===== src/rtl/cordic_serial_seq.sv =====
// rtl/cordic_serial_seq.sv - bit-serial CORDIC sequencer driving a shared 1-bit add/sub cell
module cordic_serial_seq #(
  parameter int WIDTH  = 16,
  parameter int N_ITER = 16
) (
  input  logic                      clk,
  input  logic                      rst_n,
  input  logic                      start,
  input  logic                      mode,
  input  logic                      sign_y,
  input  logic                      sign_z,
  input  logic                      fa_cout,
  output logic                      fa_op,
  output logic                      fa_cin,
  output logic                      bit_vld,
  output logic [1:0]                lane_sel,
  output logic [$clog2(WIDTH)-1:0]  bit_idx,
  output logic                      word_last,
  output logic [$clog2(N_ITER):0]   iter,
  output logic                      dir,
  output logic                      busy,
  output logic                      done
);

  localparam int BW = $clog2(WIDTH);
  localparam int IW = $clog2(N_ITER) + 1;
  localparam logic [BW-1:0] BIT_LAST  = BW'(WIDTH - 1);
  localparam logic [IW-1:0] ITER_LAST = IW'(N_ITER - 1);

  localparam logic [2:0] S_IDLE = 3'd0;
  localparam logic [2:0] S_DIR  = 3'd1;
  localparam logic [2:0] S_LX   = 3'd2;
  localparam logic [2:0] S_LY   = 3'd3;
  localparam logic [2:0] S_LZ   = 3'd4;
  localparam logic [2:0] S_DONE = 3'd5;

  logic [2:0]    state;
  logic [2:0]    state_n;
  logic          mode_q;
  logic          mode_n;
  logic [BW-1:0] bit_n;
  logic [IW-1:0] iter_n;
  logic          dir_n;
  logic          in_lane;
  logic          in_lane_n;
  logic          last_bit;
  logic [1:0]    lane_n;
  logic          op_n;

  always_comb begin
    state_n  = state;
    mode_n   = mode_q;
    bit_n    = '0;
    iter_n   = iter;
    dir_n    = dir;
    in_lane  = (state == S_LX) || (state == S_LY) || (state == S_LZ);
    last_bit = in_lane && (bit_idx == BIT_LAST);
    case (state)
      S_IDLE: begin
        if (start) begin
          state_n = S_DIR;
          mode_n  = mode;
          iter_n  = '0;
        end
      end
      S_DIR: begin
        dir_n   = mode_q ? sign_y : ~sign_z;
        state_n = S_LX;
      end
      S_LX, S_LY, S_LZ: begin
        if (!last_bit) begin
          bit_n = bit_idx + 1'b1;
        end else if (state == S_LX) begin
          state_n = S_LY;
        end else if (state == S_LY) begin
          state_n = S_LZ;
        end else if (iter < ITER_LAST) begin
          iter_n  = iter + 1'b1;
          state_n = S_DIR;
        end else begin
          state_n = S_DONE;
        end
      end
      S_DONE:  state_n = S_IDLE;
      default: state_n = S_IDLE;
    endcase
  end

  // Outputs are loaded from next-state values so every port comes straight off a flop.
  always_comb begin
    in_lane_n = 1'b1;
    lane_n    = 2'd0;
    op_n      = 1'b0;
    case (state_n)
      S_LX: begin
        lane_n = 2'd0;
        op_n   = dir_n;
      end
      S_LY: begin
        lane_n = 2'd1;
        op_n   = ~dir_n;
      end
      S_LZ: begin
        lane_n = 2'd2;
        op_n   = dir_n;
      end
      default: in_lane_n = 1'b0;
    endcase
  end

  always_ff @(posedge clk) begin
    if (!rst_n) begin
      state     <= S_IDLE;
      mode_q    <= 1'b0;
      iter      <= '0;
      dir       <= 1'b0;
      bit_vld   <= 1'b0;
      busy      <= 1'b0;
      done      <= 1'b0;
      bit_idx   <= '0;
      word_last <= 1'b0;
      lane_sel  <= 2'd0;
      fa_op     <= 1'b0;
      fa_cin    <= 1'b0;
    end else begin
      state     <= state_n;
      mode_q    <= mode_n;
      iter      <= iter_n;
      dir       <= dir_n;
      bit_vld   <= in_lane_n;
      busy      <= in_lane_n || (state_n == S_DIR);
      done      <= (state_n == S_DONE);
      bit_idx   <= in_lane_n ? bit_n : '0;
      word_last <= in_lane_n && (bit_n == BIT_LAST);
      lane_sel  <= lane_n;
      fa_op     <= op_n;
      // fa_cin doubles as the inter-bit carry register; cleared at each word boundary
      fa_cin    <= (in_lane && !last_bit) ? fa_cout : 1'b0;
    end
  end

endmodule

===== config.mk =====
export PLATFORM = sky130hd
export DESIGN_NAME = cordic_serial_seq
export DESIGN_NICKNAME = d
export VERILOG_FILES = /design/src/rtl/cordic_serial_seq.sv
export SDC_FILE = /design/constraint.sdc
export NUM_CORES = 1
export LEC_CHECK = 0
export BUFFER_PORTS_ARGS = -buffer_cell sky130_fd_sc_hd__buf_4
export CORE_AREA = 4 4 60 62
export DETAILED_ROUTE_END_ITERATION = 12
export DIE_AREA = 0 0 64 66
export HOLD_SLACK_MARGIN = 0.03
export PLACE_DENSITY_LB_ADDON = 0.05
export SLEW_MARGIN = 20
export SYNTH_ARGS = -nofsm -noshare
export SYNTH_HDL_FRONTEND = slang
export SYNTH_SLANG_ARGS = --single-unit

===== constraint.sdc =====
create_clock -name clk -period 2.4 [get_ports clk]
set_clock_uncertainty 0.2 [all_clocks]
set_input_delay 0.36 -clock clk [delete_from_list [all_inputs] [get_ports clk]]
set_output_delay 0.36 -clock clk [all_outputs]
set_load 0.01 [all_outputs]

==> flow_summary.rst <==
.. list-table::
   :header-rows: 1

   * - Metric
     - Value
   * - Status
     - complete, no violations
   * - Number of instances in the synthesized netlist
     - 106
   * - Unrepaired setup endpoints after global routing
     - no
   * - Setup bufs post-CTS
     - 0
   * - Part of the total power dissipated in sequential elements
     - 57.8%
   * - Synthesis-to-layout area growth
     - 23.7%
   * - Die outline height
     - 66 microns
   * - Cell breakdown of the critical path
     - ha_1 > and3_1 > a31oi_1 > nand2b_1 > a31o_2
   * - Family of cells with the greatest summed delay on the critical path
     - simple AND/OR/NAND/NOR gates
   * - Num Clock Sinks
     - 22
   * - Mean number of vias per cell
     - 4.76
   * - Average footprint of a synthesized cell
     - 9.17 sq um
   * - Setup WS pre-CTS
     - 452 ps
   * - Number of vias after detailed routing
     - 824
   * - Switching part of the total power
     - 24.9%
   * - FF+latch count, synth
     - 22
   * - First DRT Iteration DRCs
     - 7
   * - Worst setup slack after layout
     - 454 ps
   * - Worst endpoint data arrival time
     - 1970 ps
   * - Final Max Tran Viols
     - 0
   * - Utilization of the core after routing
     - 39.7%
   * - Static leakage
     - 0.000510 uW
   * - Count of boundary I/O pins
     - 25
   * - Maximum net fanout on the critical path
     - 8
   * - Post-synth net total
     - 115
   * - Worst-margin pin slew
     - 588 ps
   * - Clock latency at the later pin of the worst-skew pair
     - 310 ps
   * - First-pass GRT wire length
     - 3620 microns
   * - Number of placed instances, taps included
     - 169
   * - Post-route ant nets
     - 0
   * - Number of global-route vias before repair
     - 812
   * - Power density over the cells
     - 561 mW/mm^2
   * - Worst setup EP type
     - register
   * - Number of detailed-route iterations in the first pass
     - 4
   * - Worst hold-check path type
     - input pin to register
   * - RePlAce Congestion
     - 0.792
   * - Synth Cell Area
     - 972 sq um
   * - DRC violations left
     - 0
   * - Width of the chip
     - 64 microns
   * - Internal portion of total power
     - 506 uW
   * - Sort of element at the start of the critical path
     - register
   * - Die ar.
     - 0.00422 sq mm
   * - Number of standard cells in the layout, taps in and fillers out
     - 173
   * - Overall overflow remaining after global route
     - 0
   * - Number of antenna violations at the first check in global routing
     - 0
   * - Core area
     - 0.00303 sq mm
   * - Post-CTS sizing
     - 0
   * - Initial standard-cell utilization of the core
     - 32.1%
   * - Final Critical Period
     - 1950 ps
   * - Max incr delay on CP
     - 430 ps
   * - TritonCTS Buffers
     - 3
   * - Final Hold Vio Count
     - 0
   * - Maximum number of pins on one net before global-route repair
     - 14
   * - Final TNS setup
     - 0 ps
   * - Clk pwr share
     - 30.9%
   * - Switching power
     - 168 uW
   * - Share of post-route cells with drive strength above 1
     - 27.9%
   * - Final net count
     - 139
   * - Count of maximum capacitance violations
     - 0
   * - Final cycle utilization of the critical path
     - 81.1%
   * - Post-DP HPWL
     - 1500 microns
   * - Clock buffer depth
     - 2
   * - Worst path buffer plus inverter count
     - 0
   * - CTS tree
     - built
   * - GRT Overall Usage
     - 10.8%
   * - Setup violations, final
     - 0
   * - Data required time of the worst path
     - 2420 ps
   * - Yosys warnings
     - 0
   * - Dpl cell area
     - 0.00117 sq mm
   * - Cell Rows
     - 20
   * - Final non-filler cell area
     - 0.00120 sq mm
   * - Maximum VDD drop
     - 0.467 mV
   * - Antenna fix cells
     - 0
   * - Unique masters post-synth
     - 37
   * - Number of I/O port buffers
     - 24
   * - Clock edge transition at the registers on the reported setup and hold paths
     - 130 ps
   * - Worst-case headroom to the max-slew limit
     - 60.2%
   * - WL per Instance
     - 11.7 microns
   * - Routed WL
     - 2020 microns
   * - Sequential share of the synthesized area
     - 45.3%
   * - FMAX
     - 0.514 GHz
   * - Root buffer selected by CTS
     - sky130_fd_sc_hd__clkbuf_4
   * - Proportion of power drawn by combinational gates
     - 11.3%
   * - Post-cts hold buffer count
     - 0
   * - Depth of the CTS H-tree
     - 1
   * - Worst path slowest cell
     - sky130_fd_sc_hd__dfxtp_1
   * - WS Path Type
     - register to register
## metal layers
| metal | share of wire [%] | vias to the layer above | global-route usage [%] |
|---|---|---|---|
| met1 | 51 | 385 | 13.8 |
| met3 | 5.1 | 2 | 3.91 |
| met5 | 0 | - | 0 |
| met4 | 0.94 | 0 | 3.23 |
| met2 | 42 | 19 | 16.8 |
| li1 | - | 418 | - |
## cells in the final DEF, fill, tap and decap left out, types with 2 or more instances in the layout
| cell | n |
|---|---|
| sky130_fd_sc_hd__a21oi_1 | 3 |
| sky130_fd_sc_hd__a31oi_1 | 2 |
| sky130_fd_sc_hd__buf_4 | 24 |
| sky130_fd_sc_hd__clkbuf_4 | 3 |
| sky130_fd_sc_hd__dfxtp_1 | 22 |
| sky130_fd_sc_hd__ha_1 | 2 |
| sky130_fd_sc_hd__inv_1 | 5 |
| sky130_fd_sc_hd__mux2i_1 | 3 |
| sky130_fd_sc_hd__nand2_1 | 9 |
| sky130_fd_sc_hd__nand2b_1 | 3 |
| sky130_fd_sc_hd__nand3_1 | 4 |
| sky130_fd_sc_hd__nand4_1 | 2 |
| sky130_fd_sc_hd__nor2_1 | 9 |
| sky130_fd_sc_hd__nor2b_1 | 4 |
| sky130_fd_sc_hd__nor3_1 | 4 |
| sky130_fd_sc_hd__o21a_1 | 2 |
| sky130_fd_sc_hd__o21ai_0 | 6 |
| sky130_fd_sc_hd__or2_2 | 2 |
| sky130_fd_sc_hd__xnor2_1 | 2 |
## tightest hold or removal path, cell delays in order
cell and delay [ps]:
sky130_fd_sc_hd__buf_4 110, sky130_fd_sc_hd__nand3_1 70, sky130_fd_sc_hd__nor2_1 40
## through the flow
| step | power, uW | hold slack [ps] |
|---|---|---|
| after floorplan | 448 | 294 |
| after global placement | 476 | 292 |
| after detailed placement | 475 | 277 |
| after CTS | 689 | 77.8 |
| after global routing | 713 | 89.8 |
| final | 674 | 89.4 |
## cells by family (layout without fill, tap and decap cells)
family          Yosys count  count (layout)  synth area share (%)
compound gates           21              21                  14.8
xor+xnor                  3               3                  2.70
fa+ha+maj                 2               2                  2.57
buf+inv                  10              33                  6.18
flops                    22              22                  45.3
mux                       4               4                  4.25
simple gates             44              44                  24.2
## cell type report
type / count / area [sq um]
clock buffers: 4 / 36.3
fillers: 311 / 1830
inverters: 5 / 18.8
multi-input cells: 74 / 472
flip-flops and latches: 22 / 440
well taps: 44 / 55.1
repair buffers: 24 / 180
## cells in the mapped netlist
cell	instances	share of area [%]
sky130_fd_sc_hd__and2_1	1	0.64
sky130_fd_sc_hd__o21a_1	2	1.5
sky130_fd_sc_hd__or3b_4	1	1.2
sky130_fd_sc_hd__nor2_1	9	3.5
sky130_fd_sc_hd__dfxtp_1	22	45
sky130_fd_sc_hd__a31oi_1	2	1.3
sky130_fd_sc_hd__and3_1	1	0.64
sky130_fd_sc_hd__buf_6	2	2.3
sky130_fd_sc_hd__nor3_1	4	2.1
sky130_fd_sc_hd__ha_1	2	2.6
sky130_fd_sc_hd__xor2_1	1	0.90
sky130_fd_sc_hd__nor4_2	1	1.3
sky130_fd_sc_hd__clkbuf_1	1	0.39
sky130_fd_sc_hd__nor4b_1	1	0.90
sky130_fd_sc_hd__nand2b_1	3	1.9
sky130_fd_sc_hd__or3_1	1	0.64
sky130_fd_sc_hd__or2_2	2	1.3
sky130_fd_sc_hd__o31ai_2	1	1.3
sky130_fd_sc_hd__o21ai_2	1	0.90
sky130_fd_sc_hd__a21oi_1	3	1.5
sky130_fd_sc_hd__nand4_1	2	1.3
sky130_fd_sc_hd__mux2i_1	3	3.1
sky130_fd_sc_hd__nand2_1	9	3.5
sky130_fd_sc_hd__o21ai_0	6	3.1
sky130_fd_sc_hd__a31o_2	1	0.90
sky130_fd_sc_hd__buf_4	2	1.5
sky130_fd_sc_hd__a41oi_1	1	0.90
sky130_fd_sc_hd__mux2_2	1	1.2
sky130_fd_sc_hd__inv_1	5	1.9
sky130_fd_sc_hd__nand3b_1	1	0.77
sky130_fd_sc_hd__o41ai_1	1	0.90
sky130_fd_sc_hd__a21boi_0	1	0.77
sky130_fd_sc_hd__a211oi_1	1	0.77
sky130_fd_sc_hd__nand3_1	4	2.1
sky130_fd_sc_hd__o32ai_1	1	0.90
sky130_fd_sc_hd__xnor2_1	2	1.8
sky130_fd_sc_hd__nor2b_1	4	2.6
## worst paths after layout
kind / slack (ps) / startpoint / endpoint / cells after the start
setup / recovery: 450 / bit_idx[0] / iter[1] / 5
hold / removal: 90 / fa_cout / fa_cin / 3
setup reg to reg: 450 / bit_idx[0] / iter[1] / 5
hold reg to reg: 290 / iter[4] / iter[4] / 2
## power by group through the flow
| stage | Combinational [uW] | Clock [uW] | Sequential (uW) |
|---|---|---|---|
| after floorplan | 53.5 | 0 | 394 |
| after global placement | 77.7 | 0 | 398 |
| after detailed placement | 77.0 | 0 | 398 |
| after CTS | 77.4 | 222 | 390 |
| after global routing | 85.8 | 235 | 392 |
| final | 76.2 | 208 | 390 |
## registers in the layout (all words and copies together) (netlist names)
register / count
lane_sel: 2
iter: 5
done: 1
busy: 1
state: 3
mode_q: 1
dir: 1
fa_cin: 1
fa_op: 1
word_last: 1
bit_idx: 4
bit_vld: 1
Power figures use the tool's default switching activity.
